==> src/rtl/bfp_frame_scaler_pkg.sv <==
// Shared types and elaboration-time helpers for the block-floating-point frame scaler.
package bfp_frame_scaler_pkg;

    typedef enum logic [1:0] {
        COLLECT,
        CALC,
        DRAIN
    } state_e;

    // Bits needed to hold an MSB index in the range 0..width-2.
    function automatic int idx_width(input int width);
        return (width > 2) ? $clog2(width - 1) : 1;
    endfunction

    function automatic int cnt_width(input int frame);
        return $clog2(frame);
    endfunction

    // Right shift that brings the largest index into an out_w-bit signed mantissa.
    function automatic int calc_shift(input int max_idx, input int out_w);
        return (max_idx + 2 > out_w) ? (max_idx + 2 - out_w) : 0;
    endfunction

endpackage

==> src/rtl/bfp_frame_scaler_if.sv <==
// Input sample stream and output mantissa stream of the frame scaler.
interface bfp_frame_scaler_if #(
    parameter int WIDTH = 23,
    parameter int OUT_W = 16,
    parameter int EXP_W = $clog2(WIDTH)
);
    logic                    s_valid;
    logic                    s_ready;
    logic [WIDTH-1:0]        s_data;
    logic                    m_valid;
    logic                    m_ready;
    logic [OUT_W-1:0]        m_data;
    logic [EXP_W-1:0]        m_exp;
    logic                    m_last;

    modport slave (
        input  s_valid, s_data, m_ready,
        output s_ready, m_valid, m_data, m_exp, m_last
    );

    modport master (
        output s_valid, s_data, m_ready,
        input  s_ready, m_valid, m_data, m_exp, m_last
    );
endinterface

==> src/rtl/bfp_frame_scaler_mag_detect.sv <==
// Per-sample magnitude index: highest bit below the sign bit that differs from the sign.
module bfp_frame_scaler_mag_detect #(
    parameter int WIDTH = 23,
    parameter int IDX_W = 5
) (
    input  logic [WIDTH-1:0] data_i,
    output logic [IDX_W-1:0] idx_o
);
    logic [WIDTH-2:0] diff;

    genvar gi;
    generate
        for (gi = 0; gi < WIDTH - 1; gi++) begin : g_diff
            assign diff[gi] = data_i[gi] ^ data_i[WIDTH-1];
        end
    endgenerate

    // Ascending scan so the highest differing bit wins; 0 and -1 fall through to 0.
    always_comb begin
        idx_o = '0;
        for (int i = 0; i < WIDTH - 1; i++) begin
            if (diff[i]) begin
                idx_o = IDX_W'(i);
            end
        end
    end
endmodule

==> src/rtl/bfp_frame_scaler.sv <==
// Block-floating-point frame scaler: collect a frame, pick a shared exponent, drain scaled mantissas.
// Optional BFP_ROUND_EN: round-half-up before the shift with saturation; otherwise plain truncation.
module bfp_frame_scaler
    import bfp_frame_scaler_pkg::*;
#(
    parameter int WIDTH = 23,
    parameter int OUT_W = 16,
    parameter int FRAME = 16
) (
    input  logic                 clk,
    input  logic                 reset,
    bfp_frame_scaler_if.slave    bus
);
    localparam int EXP_W = $clog2(WIDTH);
    localparam int IDX_W = idx_width(WIDTH);
    localparam int CNT_W = cnt_width(FRAME);

    state_e             state_q, state_d;
    logic [CNT_W-1:0]   wr_cnt_q, wr_cnt_d;
    logic [CNT_W-1:0]   rd_cnt_q, rd_cnt_d;
    logic [IDX_W-1:0]   max_idx_q, max_idx_d;
    logic [EXP_W-1:0]   shift_q, shift_d;

    logic [IDX_W-1:0]   s_idx;
    logic               buf_we;
    logic               m_valid_w;
    logic               m_last_w;
    logic [OUT_W-1:0]   scaled;

    logic [WIDTH-1:0]   frame_mem [FRAME];
    logic signed [WIDTH-1:0] rd_sample;

    bfp_frame_scaler_mag_detect #(
        .WIDTH (WIDTH),
        .IDX_W (IDX_W)
    ) u_mag_detect (
        .data_i (bus.s_data),
        .idx_o  (s_idx)
    );

    always_ff @(posedge clk) begin
        if (buf_we) begin
            frame_mem[wr_cnt_q] <= bus.s_data;
        end
    end

    assign rd_sample = $signed(frame_mem[rd_cnt_q]);

    always_ff @(posedge clk or posedge reset) begin
        if (reset) begin
            state_q   <= COLLECT;
            wr_cnt_q  <= '0;
            rd_cnt_q  <= '0;
            max_idx_q <= '0;
            shift_q   <= '0;
        end else begin
            state_q   <= state_d;
            wr_cnt_q  <= wr_cnt_d;
            rd_cnt_q  <= rd_cnt_d;
            max_idx_q <= max_idx_d;
            shift_q   <= shift_d;
        end
    end

    always_comb begin
        state_d     = state_q;
        wr_cnt_d    = wr_cnt_q;
        rd_cnt_d    = rd_cnt_q;
        max_idx_d   = max_idx_q;
        shift_d     = shift_q;
        buf_we      = 1'b0;
        bus.s_ready = 1'b0;
        m_valid_w   = 1'b0;
        m_last_w    = 1'b0;
        unique case (state_q)
            COLLECT: begin
                bus.s_ready = 1'b1;
                if (bus.s_valid) begin
                    buf_we    = 1'b1;
                    wr_cnt_d  = wr_cnt_q + 1'b1;
                    max_idx_d = (s_idx > max_idx_q) ? s_idx : max_idx_q;
                    if (wr_cnt_q == CNT_W'(FRAME - 1)) begin
                        state_d = CALC;
                    end
                end
            end
            CALC: begin
                shift_d = EXP_W'(calc_shift(int'(max_idx_q), OUT_W));
                state_d = DRAIN;
            end
            DRAIN: begin
                m_valid_w = 1'b1;
                m_last_w  = (rd_cnt_q == CNT_W'(FRAME - 1));
                if (bus.m_ready) begin
                    rd_cnt_d = rd_cnt_q + 1'b1;
                    if (m_last_w) begin
                        state_d   = COLLECT;
                        wr_cnt_d  = '0;
                        rd_cnt_d  = '0;
                        max_idx_d = '0;
                    end
                end
            end
            default: begin
                state_d = COLLECT;
            end
        endcase
    end

`ifdef BFP_ROUND_EN
    // One guard bit keeps the rounding add from wrapping at the positive full scale.
    logic signed [WIDTH:0]   ext_sample;
    logic signed [WIDTH:0]   rnd_add;
    logic signed [WIDTH:0]   shifted;
    logic [WIDTH-OUT_W+1:0]  hi_bits;
    logic                    ovf;

    assign ext_sample = {rd_sample[WIDTH-1], rd_sample};
    assign rnd_add    = (shift_q != '0) ? ((WIDTH+1)'(1) << (shift_q - 1'b1)) : '0;
    assign shifted    = (ext_sample + rnd_add) >>> shift_q;
    assign hi_bits    = shifted[WIDTH:OUT_W-1];
    assign ovf        = !((&hi_bits) || (~|hi_bits));
    assign scaled     = ovf ? {shifted[WIDTH], {(OUT_W-1){~shifted[WIDTH]}}}
                            : shifted[OUT_W-1:0];
`else
    logic signed [WIDTH-1:0] shifted;

    assign shifted = rd_sample >>> shift_q;
    assign scaled  = OUT_W'(shifted);
`endif

    assign bus.m_valid = m_valid_w;
    assign bus.m_last  = m_last_w;
    assign bus.m_data  = m_valid_w ? scaled : '0;
    assign bus.m_exp   = shift_q;
endmodule

==> src/flat_wrapper.sv <==
// flat-port wrapper written by rule: the top's interface ports become plain ports
module bfp_frame_scaler_flat import bfp_frame_scaler_pkg::*;
#(
    parameter int WIDTH = 23,
    parameter int OUT_W = 16,
    parameter int FRAME = 16
)
  (clk, reset, bus_s_valid, bus_s_data, bus_m_ready, bus_s_ready, bus_m_valid, bus_m_data, bus_m_exp, bus_m_last);
  bfp_frame_scaler_if #(.WIDTH(WIDTH), .OUT_W(OUT_W)) bus_i ();
  input  logic clk;
  input  logic reset;
  input wire logic [$bits(bus_i.s_valid)-1:0] bus_s_valid;
  input wire logic [$bits(bus_i.s_data)-1:0] bus_s_data;
  input wire logic [$bits(bus_i.m_ready)-1:0] bus_m_ready;
  output wire logic [$bits(bus_i.s_ready)-1:0] bus_s_ready;
  output wire logic [$bits(bus_i.m_valid)-1:0] bus_m_valid;
  output wire logic [$bits(bus_i.m_data)-1:0] bus_m_data;
  output wire logic [$bits(bus_i.m_exp)-1:0] bus_m_exp;
  output wire logic [$bits(bus_i.m_last)-1:0] bus_m_last;
  assign bus_i.s_valid = bus_s_valid;
  assign bus_i.s_data = bus_s_data;
  assign bus_i.m_ready = bus_m_ready;
  assign bus_s_ready = bus_i.s_ready;
  assign bus_m_valid = bus_i.m_valid;
  assign bus_m_data = bus_i.m_data;
  assign bus_m_exp = bus_i.m_exp;
  assign bus_m_last = bus_i.m_last;
  bfp_frame_scaler #(.WIDTH(WIDTH), .OUT_W(OUT_W), .FRAME(FRAME)) u_core (.clk(clk), .reset(reset), .bus(bus_i));
endmodule
==> config.mk <==
export PLATFORM = sky130hd
export DESIGN_NAME = bfp_frame_scaler_flat
export DESIGN_NICKNAME = d
export VERILOG_FILES = /design/src/rtl/bfp_frame_scaler_pkg.sv /design/src/rtl/bfp_frame_scaler_if.sv /design/src/rtl/bfp_frame_scaler_mag_detect.sv /design/src/rtl/bfp_frame_scaler.sv /design/src/flat_wrapper.sv
export SDC_FILE = /design/constraint.sdc
export NUM_CORES = 1
export LEC_CHECK = 0
export ABC_AREA = 0
export BUFFER_PORTS_ARGS = -buffer_cell sky130_fd_sc_hd__buf_2
export CORE_AREA = 2 2 176 178
export DETAILED_ROUTE_END_ITERATION = 12
export DIE_AREA = 0 0 178 180
export GPL_TIMING_DRIVEN = 0
export PLACE_DENSITY_LB_ADDON = 0.15
export SYNTH_ARGS = -nofsm -noshare
export SYNTH_HDL_FRONTEND = slang
export SYNTH_SLANG_ARGS = --single-unit
export TNS_END_PERCENT = 5
==> constraint.sdc <==
create_clock -name clk -period 4.95 [get_ports clk]
set_input_delay 0.99 -clock clk [delete_from_list [all_inputs] [get_ports clk]]
set_output_delay 0.99 -clock clk [all_outputs]
set_load 0.1 [all_outputs]
Yosys cells after proc, flatten, opt, wreduce, memory -nomap -nowiden
Memories as Yosys holds them, arrays and structs flattened. Cells that the tools add are included.

Bits in registers: 20. Latch bits: 0. Memory bits (writable): 368. ROM bits: 0. Output and inout port bits: 24. Word-level logic and storage cells: 94. Memories kept: 1.

Memories: u_core.frame_mem (depth 16, width 23, rd ports 1, clocked after memory_dff 0, wr ports 1, line bfp_frame_scaler.sv:30) `logic [WIDTH-1:0] frame_mem [FRAME];`.

Add/sub/neg operators: 4. $mul: 0. Div/mod/pow operators: 0. $lt $le $gt $ge: 2. Equality and inequality tests: 9. Shift operators: 1. Mux-type cells: 45. Bitwise gates (word level): 21. Reductions and logical operators: 6.

Operators with widths (count): 2-to-1 mux 5 bit (25); >>> shifter 23 x 5 -> 16 bit (1); XOR 1 bit (21); 2-to-1 mux 16 bit (1); 2-to-1 mux 4 bit (4); case mux 5 bit (2 select lines) (1); adder 4 x 1 -> 4 bit, second input constant (2); equality test 4 bit, second input constant (2); 2-to-1 mux 1 bit (8); 2-to-1 mux 2 bit (4); case mux 4 bit (2 select lines) (1); AND reduction 4 bit (2); adder 5 x 2 -> 6 bit, second input constant (1); > comparator 6 x 5 -> 1 bit, second input constant (1); != test 2 x 1 -> 1 bit, second input constant (3); case mux 2 bit (3 select lines) (1); > comparator 5 bit (1); AND reduction 5 bit (1); subtractor 5 bit, second input constant (1); != test 2 bit, second input constant (2); equality test 2 x 1 -> 1 bit, second input constant (1); equality test 2 bit, second input constant (1); zero test 2 bit (1); AND reduction 2 bit (1); nonzero test 2 bit (1).

Logic depth before layout (Yosys ltp)
Gate-level depths: netlist of run 1.

Depth in word-level cells: 26. Mapped depth: 21. Depth with buffers taken out: 20.

Cells and area by module
A second synthesis of run 1 with hierarchy kept.

Cell total of the unflattened synthesis: 1087. Area total of the unflattened synthesis: 17346.6 µm².

Modules (own cells, without submodules): bfp_frame_scaler (instances 1, cells an instance 1007, area each 16878.7 µm², sequential area each 11551.1 µm²); bfp_frame_scaler_mag_detect (instances 1, cells an instance 80, area each 467.9 µm², sequential area each 0.0 µm²).

Worst setup path after synthesis of run 1
No wires, ideal clock.

Kind: flip-flop to output port. Start: register u_core.shift_q[0] (netlist: u_core.bus.m_exp[0]). End: output bus_m_data[10]. Data arrival time: 4.155 ns. Slack: -0.195 ns. Cell stages (with the launch flop): 11. Cells stage by stage: dfrtp_1 > inv_1 > buf_1 > buf_2 > nor2_1 > a21o_1 > nand2_1 > o21ai_0 > o21a_1 > a211o_1 > a21oi_1.

Longest elaborated chain between the ends: 2.

RTL lines: start, declared (line bfp_frame_scaler.sv:22) `logic [EXP_W-1:0] shift_q, shift_d;`; start signal, assigned (line bfp_frame_scaler.sv:61) `shift_q <= shift_d;`; >>> shifter 23 x 5 -> 16 bit (line bfp_frame_scaler.sv:128) `assign shifted = rd_sample >>> shift_q;`; 2-to-1 mux 16 bit (line bfp_frame_scaler.sv:134) `assign bus.m_data = m_valid_w ? scaled : '0;`; end, declared (line flat_wrapper.sv:17) `output wire logic [$bits(bus_i.m_data)-1:0] bus_m_data;`.

Every way passes these cells.

Final worst setup path of run 1
Start: register u_core.rd_cnt_q[0]. End: output bus_m_data[2].

Longest elaborated chain between the ends: 3.

RTL lines: start, declared (line bfp_frame_scaler.sv:20) `logic [CNT_W-1:0] rd_cnt_q, rd_cnt_d;`; start signal, assigned (line bfp_frame_scaler.sv:59) `rd_cnt_q <= rd_cnt_d;`; memory read (16 x 23 bit); >>> shifter 23 x 5 -> 16 bit (line bfp_frame_scaler.sv:128); 2-to-1 mux 16 bit (line bfp_frame_scaler.sv:134).

Every way passes these cells.

==> results.yml, run 1 <==
status:
  status: "completed"
critical_path:
  required_ns: 3.96
  crit_slowest_cell: "mux4_2"
  cp_cell_sequence: "buf_6, buf_12, buf_8, mux4_2, mux4_2, mux2_4, or2_1, a311oi_1, a211o_1, a21oi_1, clkbuf_4"
  path_class: "reg2out"
  cpPeakStageDelay_ns: 0.55
  end_kind: "output pin"
  cp_common_cell: "mux4_2"
  arrival_ns: 3.93
  worstRegToRegCells: 7
  start_kind: "flip-flop"
  worstPathMaxFanout: 10
clocking:
  cts_setup_buffers: 0
  cts.path.max_buffers: 3
  root_buffer: "clkbuf_16"
  cts_tree: "built"
  ctsHoldBuffers: 0
  cts_made_buffers: 41
  cts_max_level: 2
  cts_sinks: 388
  path_clk_slew_ns: 0.06
  insertion_delay_ns: 0.54
sta:
  fin_setup_tns_ns: 0
  grt_setup_unrepaired: "yes"
  tightest_slew_ns: 0.784
  final-hold-violation-count: 0
  min_period_ns: 4.92
  max-slew-margin-rel_pct: 47.7
  fin_hold_ws_ns: 0.577
  finalMaxSlewViolations: 0
  fmax_mhz: 203
  setup_viol: 0
  fin_skew_ns: 0.0114
  fin_crit_sh_pct: 99.3
die:
  fp.dieW_um: 178
  start_util_pct: 56.0
  rows: 64
  coreArea_um2: 30200
  die_y_um: 180
  ioPinCount: 51
  die_area_um2: 32000
placement:
  place.gp.congestion: 0.874
  placed_cells: 1399
  hpwl_um: 25800
  port_buffers: 50
synth:
  synthFlopType: "edfxtp_1"
  synth-seq-area-share_pct: 68.4
  ys_ff_latch: 388
  yosysWarningCount: 0
  syn_inst: 929
  yosysUniqueCellTypes: 60
  netlist_area_um2: 16900
  synth_nets: 967
  syn_avg_cell_area_um2: 18.2
  synthArstFlopShare_pct: 5.15
  synth_edf_count: 368
global_route:
  antenna_found_initial: 1
  grt_pass1_vias: 8962
  grt_pass1_wl_um: 58000
  overflow: 0
  grt_max_degree: 24
  track_usage_pct: 25.1
drt:
  vias: 9089
  final_antenna_net_count: 0
  post_drt_wl_per_cell_um: 26.6
  via_per_inst: 6.20
  routed_wl_um: 39100
  dr.pass1.iters: 5
  drc: 0
  drt_iter0_markers: 975
layout:
  fin_nets: 1083
  areaGrowthSynthToFinish_pct: 15.2
  final_cell_mix: "edfxtp_1 (368), mux4_2 (85), nand2_1 (56), nor2_1 (52), buf_2 (49)"
  diodes: 0
  final_common_cell: "edfxtp_1"
  final_cell_count_no_fill: 1467
  layout-drive-gt1-share_pct: 27.9
power_and_ir_drop:
  ir_drop_mv: 0.416
  power_leakage_nw: 6.66
  powerDensity_nw_per_um2: 582
min_path:
  min_path_cells: 1
  hp-class: "reg2reg"
job:
  maxCapViolCount: 0
power breakdown:
part,switching (mW),internal (mW),total (mW)
clock,1.21,1.58,2.79
sequential,0.0804,3.74,3.82
combinational,2.89,1.84,4.73
total,4.17,7.15,11.3
registers in the layout, summed over array words and instances, names as in the netlist:
name              cells
u_core.wr_cnt_q       4
u_core.frame_mem    368
u_core.state_q        2
u_core.rd_cnt_q       4
u_core.bus.m_exp      5
u_core.max_idx_q      5
critical path: cells and delay by family (launching register included):
kind                   cells  cell delay, ns
flip-flops                 1            0.37
AO/OA/AOI/OAI              3            0.58
AND/OR/NAND/NOR            1            0.22
buffers and inverters      4            0.82
multiplexers               3            1.37
cells in the mapped netlist (all sizes together), types with 2 or more instances:
cell type / count / area, µm²
a311oi: 4 / 35.0
nand4: 2 / 12.5
mux2i: 28 / 280
nor3: 15 / 75.1
and3: 4 / 25.0
nor2: 64 / 240
buf: 36 / 268
a21o: 2 / 15.0
a211oi: 3 / 22.5
mux2: 23 / 267
a22o: 8 / 70.1
a21oi: 26 / 134
o211ai: 4 / 30.0
o21a: 3 / 22.5
a21boi: 2 / 15.0
mux4: 114 / 2680
nand3: 13 / 65.1
xor2: 5 / 43.8
clkbuf: 18 / 71.3
o31ai: 2 / 15.0
xnor2: 3 / 26.3
a211o: 11 / 96.3
inv: 13 / 48.8
o21ai: 30 / 154
nand2b: 9 / 56.3
dfrtp: 20 / 500
o221ai: 2 / 17.5
ha: 11 / 138
and2: 2 / 12.5
or3: 7 / 43.8
nand2: 56 / 210
a31oi: 2 / 12.5
edfxtp: 368 / 11100
or2: 2 / 12.5
nor2b: 3 / 18.8
nand3b: 2 / 15.0
worst paths after layout:
path	from	endpoint	slack, ns
hold / removal	u_core.wr_cnt_q[0]	u_core.wr_cnt_q[0]	0.58
setup / recovery	u_core.rd_cnt_q[0]	bus_m_data[2]	0.03
max in group asynchronous	reset	u_core.rd_cnt_q[3]	3.82
setup reg to reg	u_core.rd_cnt_q[3]	u_core.wr_cnt_q[3]	2.41
hold reg to reg	u_core.wr_cnt_q[0]	u_core.wr_cnt_q[0]	0.58
min in group asynchronous	reset	u_core.rd_cnt_q[0]	0.59
metrics by stage:
stage / instance area (µm²) / setup WS (ns) / total power, mW / util [%]
floorplan: 16900 / -0.178 / 7.35 / -
global placement: 17600 / -0.921 / 8.42 / 58.4
detailed placement: 18200 / 0.00794 / 8.49 / 60.2
CTS: 19400 / 0.0112 / 11.3 / 64.2
global route: 19500 / -0.0695 / 11.8 / 64.5
finish: 19500 / 0.0335 / 11.3 / 64.5
layer usage:
metal	GRT usage (%)	wire (µm)	up-vias
met5	0	7	-
met4	5.02	630	2
met3	3.76	2070	57
met2	39.7	19000	270
met1	37.8	17300	4740
li1	-	-	4020
logic make-up after synthesis:
group	after synthesis	share of synthesized area, %
XOR/XNOR	8	0.415
buffers and inverters	68	2.32
AND/OR/NAND/NOR	183	4.86
multiplexers	165	19.1
adder cells (fa/ha/maj)	11	0.815
AO/OA/AOI/OAI	106	4.14
flip-flops	388	68.4
layout make-up:
class                   instances  area [µm²]
flip-flops and latches        388       11600
fillers                      2056       10700
multi-input cells             473        5090
clock buffers                  50        1060
repair buffers                 74         707
well taps                     396         495
plain buffers                  53         363
clock inverters                19         143
inverters                      14        52.6
timing repair:
action / in CTS / in global routing
gates resized for setup: 12 / 28
pin swaps: 0 / 1
endpoints found under the setup margin: 15 / 14
hold endpoints to repair: 0 / 0
Note: power is estimated with default switching activity, not from simulation.
==> run 2: changes to the inputs <==
CORE_AREA = 2 2 196 159   (was 2 2 176 178)
DIE_AREA = 0 0 198 161   (was 0 0 178 180)
==> run 2 against run 1 <==
Compared with the run above: via count is 2.3% higher; first-iteration DRC count is 7.4% higher; sequential power hardly changed; count of clock-buffer cells in the layout is 5 lower; global-route usage is 1.7 points higher; maximum frequency is 1.0% higher; highest routed layer is now met4.
==> results.yml, run 2 (synthesis gave the netlist of run 1 again) <==
min_path:
  hp-class: "reg2reg"
clocking:
  cts_setup_buffers: 0
  cts.path.max_buffers: 3
  cts_tree: "built"
  cts_sinks: 388
  cts_max_level: 2
  root_buffer: "clkbuf_16"
  path_clk_slew_ns: 0.06
  cts_made_buffers: 39
  insertion_delay_ns: 0.55
  ctsHoldBuffers: 0
placement:
  hpwl_um: 27200
  place_ws_ns: -0.00279
  port_buffers: 50
  place.gp.congestion: 0.904
  place_area_um2: 18200
  placed_cells: 1416
sta:
  fin_hold_ws_ns: 0.567
  min_period_ns: 4.87
  tightest_slew_ns: 0.843
  max-slew-margin-rel_pct: 43.5
  setup_slack_ns: 0.0822
  setup_viol: 0
  fin_crit_sh_pct: 98.3
  fmax_mhz: 205
  finalMaxSlewViolations: 0
  fin_skew_ns: 0.0151
  final-hold-violation-count: 0
  grt_setup_unrepaired: "yes"
critical_path:
  end_kind: "output pin"
  path_class: "reg2out"
  required_ns: 3.96
  start_kind: "flip-flop"
  worstPathMaxFanout: 10
  arrival_ns: 3.88
power_and_ir_drop:
  powerDensity_nw_per_um2: 598
  combinationalPowerShare_pct: 41.0
  power_leakage_nw: 6.72
  p_sw_share_pct: 36.7
  p_clk_share_pct: 26.5
  ir_drop_mv: 0.383
  p_seq_share_pct: 32.5
  switchingPower_mw: 4.31
  p_int_mw: 7.45
die:
  die_area_um2: 31900
  fp.dieW_um: 198
  rows: 57
  start_util_pct: 56.3
  ioPinCount: 51
  coreArea_um2: 30000
  die_y_um: 161
global_route:
  grt_max_degree: 24
  track_usage_pct: 26.8
  grt_pass1_vias: 9069
  grt_pass1_wl_um: 60500
  antenna_found_initial: 1
  overflow: 0
drt:
  drt_iter0_markers: 1047
  post_drt_wl_per_cell_um: 27.6
  drc: 0
  via_per_inst: 6.26
  dr.pass1.iters: 5
  routed_wl_um: 41000
  final_antenna_net_count: 0
  vias: 9302
layout:
  final_cell_mix: "edfxtp_1 (368), mux4_2 (86), nand2_1 (56), buf_2 (52), nor2_1 (52)"
  layout-drive-gt1-share_pct: 28.9
  areaGrowthSynthToFinish_pct: 16.4
  finalInstanceArea_um2: 19700
  regMostFlops: "u_core.frame_mem"
  largest_reg_flops: 368
  final_cell_count_no_fill: 1485
  fin_nets: 1081
  final_common_cell: "edfxtp_1"
status:
  status: "completed"
job:
  maxCapViolCount: 0
[run 2: cell types whose count changed in the layout (fill, tap and decap cells not counted), sizes merged]
cell      previous run  this run
clkinvlp             3         1
clkbuf              74        68
bufinv               1         7
diode                0         1
buf                103       104
inv                 16        15
clkinv              13        15
[run 2: stage by stage]
step                      utilization (%)  setup TNS (ns)  total power, mW
final                                65.5               0             11.8
after global routing                 65.5         -0.0809             12.2
after CTS                            65.2               0             11.7
after detailed placement             60.7        -0.00279             8.53
after global placement               58.8         -102.65             8.45
after floorplan                         -           -1.46             7.35
[run 2: final timing paths]
check | startpoint | end | slack, ns | depth (start not counted)
min reg2reg | u_core.wr_cnt_q[0] | u_core.wr_cnt_q[0] | 0.57 | 1
min | u_core.wr_cnt_q[0] | u_core.wr_cnt_q[0] | 0.57 | 1
max in group asynchronous | reset | u_core.rd_cnt_q[3] | 3.82 | 2
max reg2reg | u_core.rd_cnt_q[3] | u_core.wr_cnt_q[3] | 2.28 | 7
max | u_core.rd_cnt_q[0] | bus_m_data[1] | 0.08 | 12
min in group asynchronous | reset | u_core.bus.m_exp[1] | 0.59 | 2
[run 2: cell type report]
type                            count  area, µm²
Inverter                           14       52.6
Clock inverter                     24        320
Multi-Input combinational cell    473       5100
Timing Repair Buffer               74        732
Buffer                             53        368
Antenna cell                        1       2.50
Clock buffer                       45       1020
Sequential cell                   388      11600
Fill cell                        2043      10400
Tap cell                          413        517
[run 2: power groups by stage]
stage	sequential [mW]	combinational, mW	clock, mW
after global routing	3.83	5.09	3.30
final	3.82	4.83	3.12
after global placement	3.88	4.57	0
after floorplan	3.85	3.49	0
after detailed placement	3.87	4.66	0
after CTS	3.82	4.69	3.14
[run 2: critical path, stage by stage (launching register included)]
cell,delay (ns)
dfrtp_1,0.38
buf_6,0.17
buf_12,0.18
buf_8,0.19
mux4_1,0.57
mux4_2,0.54
buf_2,0.22
mux2_2,0.28
a21oi_1,0.27
o211ai_1,0.12
o21ai_1,0.11
nor2_1,0.06
buf_4,0.24
[run 2: timing repair]
| item | 4_1_cts | 5_1_grt |
|---|---|---|
| pin swaps | 0 | 1 |
| endpoints found under the setup margin | 16 | 16 |
| gates resized for setup | 9 | 38 |
| gates cloned | 0 | 0 |
[run 2: metal layers]
layer | GRT usage (%) | part of all wire, % | vias to the layer above | wire (µm)
li1 | - | - | 4018 | -
met1 | 41.3 | 44 | 4816 | 18100
met2 | 39.9 | 45 | 411 | 18500
met3 | 5.12 | 8.5 | 57 | 3510
met4 | 7.14 | 2.1 | 0 | 874
met5 | 0 | 0 | - | 0
==> run 3: changes to the inputs <==
==> constraint.sdc (replaced) <==
create_clock -name clk -period 4.95 [get_ports clk]
set_input_delay 0.7425 -clock clk [delete_from_list [all_inputs] [get_ports clk]]
set_output_delay 0.7425 -clock clk [all_outputs]
set_load 0.1 [all_outputs]
==> run 3 against run 2 <==
Compared with the run above: worst hold slack worse by 0.24 ns; sequential share of layout area up 0.93 points; clock skew down 0.0058 ns; wire length down 0.27%; non-clock buffer count unchanged; critical path type unchanged; largest cell class unchanged; largest power group unchanged.
==> results.yml, run 3 (synthesis gave the netlist of run 1 again) <==
global_route:
  track_usage_pct: 27.0
  grt_max_degree: 24
  overflow: 0
  grt_pass1_wl_um: 61300
  antenna_found_initial: 3
  grt_pass1_vias: 9278
layout:
  final_cell_mix: "edfxtp_1 (368), mux4_2 (85), buf_2 (65), nand2_1 (56), nor2_1 (52)"
  finalInstanceArea_um2: 19400
  areaGrowthSynthToFinish_pct: 14.5
  final_common_cell: "edfxtp_1"
  fin_nets: 1080
  diodes: 0
  largest_reg_flops: 368
  final_util_pct: 64.4
  regMostFlops: "u_core.frame_mem"
  final_cell_count_no_fill: 1484
  layout-drive-gt1-share_pct: 26.9
drt:
  routed_wl_um: 40900
  drt_iter0_markers: 861
  vias: 9351
  post_drt_wl_per_cell_um: 27.6
  via_per_inst: 6.30
  final_antenna_net_count: 0
  drc: 0
  dr.pass1.iters: 7
clocking:
  cts_tree: "built"
  cts_max_level: 2
  cts.path.max_buffers: 3
  cts_made_buffers: 38
  cts_sinks: 388
  root_buffer: "clkbuf_16"
  cts_setup_buffers: 0
  path_clk_slew_ns: 0.06
  insertion_delay_ns: 0.54
placement:
  place_ws_ns: 0.188
  placed_cells: 1416
  place.gp.congestion: 0.906
  place_area_um2: 18200
  hpwl_um: 26900
  port_buffers: 50
sta:
  finalMaxSlewViolations: 0
  fin_hold_ws_ns: 0.332
  max-slew-margin-rel_pct: 41.7
  tightest_slew_ns: 0.870
  fin_setup_tns_ns: 0
  fin_skew_ns: 0.00938
  final-hold-violation-count: 0
  grt_setup_unrepaired: "no"
  setup_viol: 0
  min_period_ns: 4.83
  setup_slack_ns: 0.120
  fin_crit_sh_pct: 97.6
  fmax_mhz: 207
power_and_ir_drop:
  power_leakage_nw: 6.63
  ir_drop_mv: 0.418
  power_mw: 11.2
  powerDensity_nw_per_um2: 579
critical_path:
  crit_slowest_cell: "mux4_2"
  arrival_ns: 4.09
  required_ns: 4.21
  cpPeakStageDelay_ns: 0.54
  start_kind: "flip-flop"
  cp_cell_sequence: "buf_2, buf_2, buf_4, mux2i_1, mux4_2, nand2_1, o21ai_0, mux2i_1, nor2_1, a211o_1, a21oi_1, buf_2"
  worstPathMaxFanout: 10
  end_kind: "output pin"
  path_class: "reg2out"
  rrSetupSlack_ns: 2.20
  cp_common_cell: "buf_2"
die:
  die_area_um2: 31900
  die_y_um: 161
  coreArea_um2: 30000
  start_util_pct: 56.3
  fp.dieW_um: 198
  rows: 57
  ioPinCount: 51
status:
  status: "completed"
min_path:
  hp-class: "in2async"
job:
  maxCapViolCount: 0
-- run 3: cell types whose count changed in the layout (fill, tap and decap cells not counted), moves of 3 or more --
cell and delta:
mux2i_2 -5, buf_16 -3, buf_4 -8, clkbuf_1 +7
buf_2 +13, mux2i_1 +5, bufinv_16 -6
-- run 3: final timing paths --
path | cells past startpoint | endpoint | from
max in group asynchronous | 2 | u_core.rd_cnt_q[3] | reset
min | 2 | u_core.max_idx_q[0] | reset
max reg2reg | 7 | u_core.wr_cnt_q[3] | u_core.rd_cnt_q[3]
min in group clk | 3 | u_core.wr_cnt_q[0] | bus_s_valid
min reg2reg | 1 | u_core.wr_cnt_q[0] | u_core.wr_cnt_q[0]
max | 12 | bus_m_data[11] | u_core.rd_cnt_q[1]
-- run 3: cell type report --
cell class                 instances  area (µm²)
timing repair buffer              74         669
fill                            2053       10700
buffer                            53         342
clock inverter                    19         141
sequential                       388       11600
tap                              413         517
inverter                          14        52.6
clock buffer                      50        1020
multi-input combinational        473        5060
-- run 3: critical path: cells and delay by family, from the launching register on --
kind	cells	cell delay, ns
flip-flops	1	0.36
AO/OA/AOI/OAI	3	0.55
AND/OR/NAND/NOR	2	0.15
multiplexers	3	1.11
buffers and inverters	4	1.35
-- run 3: power breakdown --
group          internal (mW)  leakage [nW]  switching (mW)  total (mW)
clock                   1.51         0.569            1.21        2.72
sequential              3.74          3.57          0.0859        3.82
combinational           1.75          2.49            2.92        4.67
-- run 3: repair_timing --
action | 4_1_cts | 5_1_grt
cloned | 0 | 0
endpoints found under the setup margin | 4 | 13
hold buffers | 0 | 0
resized for setup | 1 | 8
-- run 3: metal layers --
layer	global-route usage, %	vias to the layer above	part of all wire [%]
li1	-	4020	-
met1	40.3	4861	43
met2	41.1	408	46
met3	5.22	60	8.1
met4	7.89	2	2.5
met5	0	-	0.022
